File: config.mk
export PLATFORM = sky130hd
export DESIGN_NAME = mem_stage_flat
export DESIGN_NICKNAME = d
export VERILOG_FILES = /design/src/rtl/mem_stage_if.sv /design/src/rtl/mem_stage.sv /design/src/flat_wrapper.sv
export SDC_FILE = /design/constraint.sdc
export NUM_CORES = 1
export LEC_CHECK = 0
export ABC_AREA = 1
export CELL_PAD_IN_SITES_DETAIL_PLACEMENT = 1
export CELL_PAD_IN_SITES_GLOBAL_PLACEMENT = 2
export CORE_UTILIZATION = 21
export CTS_BUF_LIST = sky130_fd_sc_hd__clkbuf_2 sky130_fd_sc_hd__clkbuf_4 sky130_fd_sc_hd__clkbuf_8
export DETAILED_ROUTE_END_ITERATION = 10
export GPL_TIMING_DRIVEN = 0
export PLACE_DENSITY = 0.73
export SYNTH_ARGS = -nofsm -noshare
export SYNTH_HDL_FRONTEND = slang
export SYNTH_SLANG_ARGS = --single-unit
File: constraint.sdc
create_clock -name clk -period 1.7 [get_ports clk]
set_input_delay 0.51 -clock clk [delete_from_list [all_inputs] [get_ports clk]]
set_output_delay 0.51 -clock clk [all_outputs]
set_load 0.03 [all_outputs]
File: src/rtl/mem_stage_if.sv
// Data-memory request/ready bus between the MEM stage (master) and memory (slave).
interface mem_stage_if #(
    parameter int unsigned WORD = 64
);
    logic            dmem_req;
    logic            dmem_we;
    logic [WORD-1:0] dmem_addr;
    logic [WORD-1:0] dmem_wdata;
    logic [WORD-1:0] dmem_rdata;
    logic            dmem_ready;

    modport master (
        output dmem_req,
        output dmem_we,
        output dmem_addr,
        output dmem_wdata,
        input  dmem_rdata,
        input  dmem_ready
    );

    modport slave (
        input  dmem_req,
        input  dmem_we,
        input  dmem_addr,
        input  dmem_wdata,
        output dmem_rdata,
        output dmem_ready
    );
endinterface

File: src/rtl/mem_stage.sv
// LEGv8 MEM stage: issues loads/stores on the dmem bus, stalls upstream while an
// access is outstanding, faults on misalignment or bus timeout, and registers MEM/WB.
module mem_stage #(
    parameter int unsigned TIMEOUT = 16,
    parameter int unsigned WORD    = 64
) (
    input  logic            clk,
    input  logic            rst_n,
    input  logic            ex_valid,
    input  logic [WORD-1:0] ALUOut,
    input  logic [WORD-1:0] w_data,
    input  logic [4:0]      rd,
    input  logic            MemRead,
    input  logic            MemWrite,
    input  logic            RegWrite,
    input  logic            MemtoReg,
    output logic            stall,
    mem_stage_if.master     dmem,
    output logic            wb_valid,
    output logic            wb_RegWrite,
    output logic [4:0]      wb_rd,
    output logic [WORD-1:0] wb_data,
    output logic            mem_fault
);

    localparam int unsigned     TW    = $clog2(TIMEOUT + 1);
    localparam logic [TW-1:0]   TLAST = TW'(TIMEOUT - 1);

    typedef enum logic {
        IDLE,
        ACCESS
    } state_t;

    state_t        state;
    state_t        state_next;
    logic [TW-1:0] timer;

    logic mem_op;
    logic accept;
    logic pass;
    logic misalign;
    logic complete;
    logic timeout;

    // A store wins when both MemRead and MemWrite are set: the bus we bit is MemWrite.
    assign mem_op = MemRead | MemWrite;

    // State register.
    always_ff @(posedge clk or negedge rst_n) begin
        if (!rst_n) begin
            state <= IDLE;
        end else begin
            state <= state_next;
        end
    end

    // Next-state decode, stall and per-cycle event flags.
    always_comb begin
        state_next = state;
        stall      = 1'b0;
        accept     = 1'b0;
        pass       = 1'b0;
        misalign   = 1'b0;
        complete   = 1'b0;
        timeout    = 1'b0;
        case (state)
            IDLE: begin
                if (ex_valid) begin
                    if (mem_op) begin
                        if (ALUOut[2:0] == 3'b000) begin
                            accept     = 1'b1;
                            stall      = 1'b1;
                            state_next = ACCESS;
                        end else begin
                            misalign = 1'b1;
                        end
                    end else begin
                        pass = 1'b1;
                    end
                end
            end
            ACCESS: begin
                // Ready in the last allowed cycle still counts as a normal completion.
                if (dmem.dmem_ready) begin
                    complete   = 1'b1;
                    state_next = IDLE;
                end else if (timer == TLAST) begin
                    timeout    = 1'b1;
                    state_next = IDLE;
                end else begin
                    stall = 1'b1;
                end
            end
            default: state_next = IDLE;
        endcase
        // Stall is combinational, so it is forced low while reset is held.
        if (!rst_n) begin
            stall = 1'b0;
        end
    end

    // Bus request registers and access timer.
    always_ff @(posedge clk or negedge rst_n) begin
        if (!rst_n) begin
            dmem.dmem_req   <= 1'b0;
            dmem.dmem_we    <= 1'b0;
            dmem.dmem_addr  <= '0;
            dmem.dmem_wdata <= '0;
            timer           <= '0;
        end else begin
            if (accept) begin
                dmem.dmem_req   <= 1'b1;
                dmem.dmem_we    <= MemWrite;
                dmem.dmem_addr  <= ALUOut;
                dmem.dmem_wdata <= w_data;
                timer           <= '0;
            end else if (complete || timeout) begin
                dmem.dmem_req <= 1'b0;
            end else if (state == ACCESS) begin
                timer <= timer + 1'b1;
            end
        end
    end

    // MEM/WB result registers and fault pulse.
    always_ff @(posedge clk or negedge rst_n) begin
        if (!rst_n) begin
            wb_valid    <= 1'b0;
            wb_RegWrite <= 1'b0;
            wb_rd       <= '0;
            wb_data     <= '0;
            mem_fault   <= 1'b0;
        end else begin
            wb_valid    <= pass | misalign | complete | timeout;
            wb_RegWrite <= (pass | complete) & RegWrite;
            mem_fault   <= misalign | timeout;
            if (pass | misalign | complete | timeout) begin
                wb_rd <= rd;
            end
            if (pass) begin
                wb_data <= ALUOut;
            end else if (complete) begin
                wb_data <= MemtoReg ? dmem.dmem_rdata : ALUOut;
            end else if (misalign | timeout) begin
                wb_data <= '0;
            end
        end
    end

endmodule
File: src/flat_wrapper.sv
// flat-port wrapper written by rule: the top's interface ports become plain ports
module mem_stage_flat 
#(
    parameter int unsigned TIMEOUT = 16,
    parameter int unsigned WORD    = 64
)
  (clk, rst_n, ex_valid, ALUOut, w_data, rd, MemRead, MemWrite, RegWrite, MemtoReg, stall, wb_valid, wb_RegWrite, wb_rd, wb_data, mem_fault, dmem_dmem_req, dmem_dmem_we, dmem_dmem_addr, dmem_dmem_wdata, dmem_dmem_rdata, dmem_dmem_ready);
  mem_stage_if #(.WORD(WORD)) dmem_i ();
  input  logic clk;
  input  logic rst_n;
  input  logic ex_valid;
  input  logic [WORD-1:0] ALUOut;
  input  logic [WORD-1:0] w_data;
  input  logic [4:0] rd;
  input  logic MemRead;
  input  logic MemWrite;
  input  logic RegWrite;
  input  logic MemtoReg;
  output logic stall;
  output logic wb_valid;
  output logic wb_RegWrite;
  output logic [4:0] wb_rd;
  output logic [WORD-1:0] wb_data;
  output logic mem_fault;
  output wire logic [$bits(dmem_i.dmem_req)-1:0] dmem_dmem_req;
  output wire logic [$bits(dmem_i.dmem_we)-1:0] dmem_dmem_we;
  output wire logic [$bits(dmem_i.dmem_addr)-1:0] dmem_dmem_addr;
  output wire logic [$bits(dmem_i.dmem_wdata)-1:0] dmem_dmem_wdata;
  input wire logic [$bits(dmem_i.dmem_rdata)-1:0] dmem_dmem_rdata;
  input wire logic [$bits(dmem_i.dmem_ready)-1:0] dmem_dmem_ready;
  assign dmem_dmem_req = dmem_i.dmem_req;
  assign dmem_dmem_we = dmem_i.dmem_we;
  assign dmem_dmem_addr = dmem_i.dmem_addr;
  assign dmem_dmem_wdata = dmem_i.dmem_wdata;
  assign dmem_i.dmem_rdata = dmem_dmem_rdata;
  assign dmem_i.dmem_ready = dmem_dmem_ready;
  mem_stage #(.TIMEOUT(TIMEOUT), .WORD(WORD)) u_core (.clk(clk), .rst_n(rst_n), .ex_valid(ex_valid), .ALUOut(ALUOut), .w_data(w_data), .rd(rd), .MemRead(MemRead), .MemWrite(MemWrite), .RegWrite(RegWrite), .MemtoReg(MemtoReg), .stall(stall), .dmem(dmem_i), .wb_valid(wb_valid), .wb_RegWrite(wb_RegWrite), .wb_rd(wb_rd), .wb_data(wb_data), .mem_fault(mem_fault));
endmodule
# Word-level counts from Yosys, hierarchy flattened
# Cells that the tools add are included.
# word_totals
register_bits	208
word_cells	57
inputBits	205
output_inout_bits	203
# op_classes
mux	29
n_reduce_logical	6
n_bitwise	8
eq_ne	2
add_sub_neg	1
# op_table
cell	count
64-bit 2-to-1 mux	4
1-bit 2-to-1 mux	21
5-bit 2-to-1 mux	3
1-bit OR	6
5-bit by 1-bit adder with 5-bit output (second input constant)	1
5-bit by 4-bit == test with 1-bit output (second input constant)	1
2-bit nonzero test	2
3-bit logical NOT	1
3-bit nonzero test	1
2-bit by 1-bit != test with 1-bit output (second input constant)	1
1-bit case mux with 2 select lines	1
2-bit AND reduction	1
1-bit bitwise AND	1
1-bit logical OR	1
1-bit inverter	1

# Logic depth before layout (Yosys ltp)
# logic_depth
ltp_word	9
depth_mapped	10
depth_no_buf	10

# Worst setup path after synthesis
# No wires, ideal clock.
# synth_path
kind	reg2out
startpoint	register u_core.timer[0]
endpoint	output stall
required_time_ns	1.190
stages_incl_launch_ff	8
arrival_ns	1.863
path_slack_ns	-0.673
path_buffers	0
cell_sequence	dfrtp_1 ha_1 nand2_1 nor2_1 ha_1 nor2_1 nand2_1 a21boi_0
# synth_between
elab_chain_len	5
# synth_rtl
item	line_no	source
from (decl)	mem_stage.sv:36	logic [TW-1:0] timer;
from (signal assigned)	mem_stage.sv:120	timer <= timer + 1'b1;
5-bit by 4-bit == test with 1-bit output	mem_stage.sv:87	end else if (timer == TLAST) begin
1-bit 2-to-1 mux	mem_stage.sv:87	
1-bit 2-to-1 mux	mem_stage.sv:84	if (dmem.dmem_ready) begin
1-bit case mux with 2 select lines	mem_stage.sv:66	case (state)
1-bit 2-to-1 mux	mem_stage.sv:97	if (!rst_n) begin
to (decl)	flat_wrapper.sv:19	output logic stall;
# Every way passes these cells.

# Worst setup path after layout
# layout_path
startpoint	input MemWrite
endpoint	output stall
# layout_between
elab_chain_len	5
# layout_rtl
item	line_no	source
from (decl)	flat_wrapper.sv:16	input logic MemWrite;
1-bit OR	mem_stage.sv:46	assign mem_op = MemRead | MemWrite;
1-bit 2-to-1 mux	mem_stage.sv:69	if (mem_op) begin
1-bit 2-to-1 mux	mem_stage.sv:68	if (ex_valid) begin
1-bit case mux with 2 select lines	mem_stage.sv:66	
1-bit 2-to-1 mux	mem_stage.sv:97	
# Every way passes these cells.

==> flow_metrics.py <==
metrics = {
    "route": {
        "ant_nets": 0,
        "first_pass_iters": 6,
        "viasPerCell": 4.30,
        "drt_iter0_drc": 497,
        "drt-total-wl_um": 43400,
        "drc_errors": 0,
        "wl_per_cell_um": 18.7,
        "via_count": 9955,
    },
    "flow_run": {
        "cap_violations": 0,
    },
    "sta": {
        "final-hold-violation-count": 38,
        "rsz0062_at_grt": "true",
        "final.setup_skew_ns": 0.0269,
        "setup_ws_ns": -0.738,
        "worst_pin_slew_ns": 0.643,
        "period_share_pct": 143,
        "max_freq_mhz": 410,
        "timing.hold.ws_ns": -0.0590,
        "final_max_slew_viol_count": 0,
        "fin_tns_setup_ns": -16.54,
        "relSlewSlack_pct": 57.2,
        "final-setup-viol-count": 78,
        "finalCriticalPeriod_ns": 2.44,
    },
    "worst_setup_path": {
        "crit_family": "buffers and inverters",
        "critPathCapture": "stall",
        "cp.depth": 8,
        "worst-path-buf-inv": 4,
        "crit_type": "input pin to primary output",
        "slowest_stage": "clkdlybuf4s50_1",
        "reg2regPathDepth": 8,
        "path_cells": "clkdlybuf4s50_1 > nor2_4 > nor2_4 > nand2_2 > buf_12 > buf_12 > a21boi_4 > buf_6",
        "critPathLaunch": "MemWrite",
        "cp.required_ns": 1.19,
        "crit-reg2reg-launch": "u_core.timer[1]$_DFFE_PN0P_",
        "max_stage_delay_ns": 0.53,
        "regToRegSetupSlack_ns": -0.29,
        "rr_endpoint": "u_core.wb_rd[4]$_DFFE_PN0P_",
        "start_kind": "input pin",
        "critPathCaptureType": "primary output",
        "worstPathArrival_ns": 1.93,
        "worstPathMaxFanout": 4,
    },
    "place": {
        "port-buffer-count": 406,
        "place_area_sq_um": 14300,
        "gp_congestion": 0.804,
        "dpl.hpwl_um": 31900,
    },
    "status": {
        "violations": "hold timing, setup timing",
        "status": "complete, but fails checks",
    },
    "logic_synthesis": {
        "syn_nets": 1395,
        "ys.flop_type": "dfrtp_1",
        "ys.warnings.count": 0,
        "avgSynthCellArea_sq_um": 7.93,
        "synth_top_cell_area_share_pct": 55.2,
        "synthCells": 1188,
        "synth.most_common_cell": "nand2_1",
        "synthArstFlopShare_pct": 100,
        "synthTopCellsByArea": "dfrtp_1, nand2_1, o21ai_0, nand4_1, inv_1",
        "ys_seq_area_share_pct": 55.2,
        "ys_types": 23,
        "synth_top_cells_by_count": "nand2_1, dfrtp_1, o21ai_0",
        "synth_area_sq_um": 9430,
        "yosys.area.top_type": "dfrtp_1",
        "synth_seq_cells": 208,
        "synth_edf_count": 0,
    },
    "floorplanning": {
        "die_x_um": 214,
        "dieArea_sq_um": 45700,
        "rows": 77,
        "initial_core_util_pct": 21.3,
        "die_h_um": 214,
        "core_sq_um": 44200,
        "pin_count": 408,
    },
    "cts": {
        "clkLatencyLatePin_ns": 0.60,
        "cts-root-buf": "clkbuf_8",
        "htreeDepth": 2,
        "clock_sinks": 208,
        "cts_max_path_buffers": 3,
        "cts_tree": "yes",
        "clk_pin_slew_ns": 0.05,
        "cts_made_buffers": 43,
    },
    "finish": {
        "fin_area_sq_um": 16000,
        "multi_input_area_sq_um": 3540,
        "area_growth_pct": 69.9,
        "final_nets": 1900,
        "ff_latch_area_sq_um": 5200,
        "filler_cell_count": 5201,
        "drive_gt1_share_pct": 23.7,
    },
    "power": {
        "powerDensity_nw_per_um2": 1140,
        "p_total_mw": 18.3,
        "ir_drop_mv": 0.484,
        "p_leak_nw": 7.97,
    },
    "global_routing": {
        "grtUsageTotal_pct": 18.7,
        "first_global_vias": 10600,
        "grt_pass1_wl_um": 64100,
        "antenna_found_initial": 8,
        "grt_max_degree": 107,
        "grt_overflow": 0,
    },
    "min_path": {
        "hp-class": "input pin to async pin",
    },
}
==> final cells by class <==
cell class	instances	area share, %
Sequential cell	208	32.5
Timing Repair Buffer	460	29.9
Multi-Input combinational cell	798	22.1
Clock buffer	67	5.29
Tap cell	592	4.62
Buffer	79	2.80
Inverter	103	2.45
Clock inverter	5	0.312
Antenna cell	4	0.0625
==> logic make-up (layout without fill, tap and decap cells) <==
logic type                 Yosys count  after routing  share of synthesized area, %
other                                0              4                             0
xor gates and xnor gates             1              1                        0.0929
DFF                                208            208                          55.2
buffers and inverters              182            714                          7.98
and+or+nand+nor                    639            639                          28.0
adders and majority gates            2              2                         0.265
AOI/OAI and AO/OA                  156            156                          8.43
==> through the flow <==
step	std cells	utilization, %	setup slack, ns
floorplan	1188	-	-0.110
global placement	2186	32.2	-9.68
detailed placement	2188	32.4	-1.77
CTS	2309	36.0	-0.770
global route	2315	36.2	-0.816
finish	2316	36.2	-0.738
==> cells in the final DEF (no fill, tap or decap), types with 3 or more instances in the layout <==
cell	n
clkinv_2	4
buf_6	201
buf_2	21
nand2_1	464
clkbuf_8	55
nand3_1	44
o211ai_1	3
clkbuf_2	21
clkbuf_4	17
diode_2	4
nand2_2	4
clkbuf_1	20
nor2_4	4
o21ai_1	26
o21ai_0	124
nand4_1	69
inv_1	100
nor2_1	50
buf_4	62
clkdlybuf4s50_1	201
dfrtp_1	208
==> per-layer routing <==
layer  part of all wire (%)  vias up  GRT usage (%)
li1                       -     4784              -
met1                     41     4831           22.4
met2                     49      264           32.0
met3                    6.8       68           5.32
met4                    2.4        8           6.77
met5                   0.15        -              0
==> sequential cells by signal (all words and copies together) (netlist names), 5 cells and up <==
| register | flops |
|---|---|
| u_core.dmem.dmem_wdata | 64 |
| u_core.wb_data | 64 |
| u_core.timer | 5 |
| u_core.dmem.dmem_addr | 64 |
| u_core.wb_rd | 5 |
==> power by group <==
group | switching (mW) | total [mW] | internal (mW)
logic | 3.39 | 6.13 | 2.74
clock network | 2.37 | 5.66 | 3.28
registers | 0.666 | 6.51 | 5.85
==> worst min path at each step <==
stage               cells after the start                              startpoint                                     end
global placement                        2  u_core.dmem.dmem_wdata[31]$_DFFE_PN0P_  u_core.dmem.dmem_wdata[31]$_DFFE_PN0P_
floorplan                               0                                   rst_n    u_core.dmem.dmem_addr[0]$_DFFE_PN0P_
detailed placement                      2   u_core.dmem.dmem_addr[41]$_DFFE_PN0P_   u_core.dmem.dmem_addr[41]$_DFFE_PN0P_
global route                            2                                   rst_n   u_core.dmem.dmem_wdata[3]$_DFFE_PN0P_
finish                                  2                                   rst_n   u_core.dmem.dmem_wdata[3]$_DFFE_PN0P_
CTS                                     2                                   rst_n  u_core.dmem.dmem_wdata[61]$_DFFE_PN0P_
==> repair_timing <==
action | in CTS | in global routing
gates resized for setup | 1450 | 28
setup buffers | 48 | 3
setup endpoints to repair | 411 | 218
gates cloned | 1 | 0
hold endpoints to repair | 104 | 40
pin swaps | 5 | 2
==> worst register-to-register path: stages (launching register included) <==
cell     delay [ns]
dfrtp_1        0.39
ha_2           0.20
nand2_2        0.06
nor2_2         0.04
ha_2           0.18
nand2_1        0.43
nand3_1        0.38
nand2_1        0.14
nand2_1        0.07
Power figures use the tool's default switching activity.
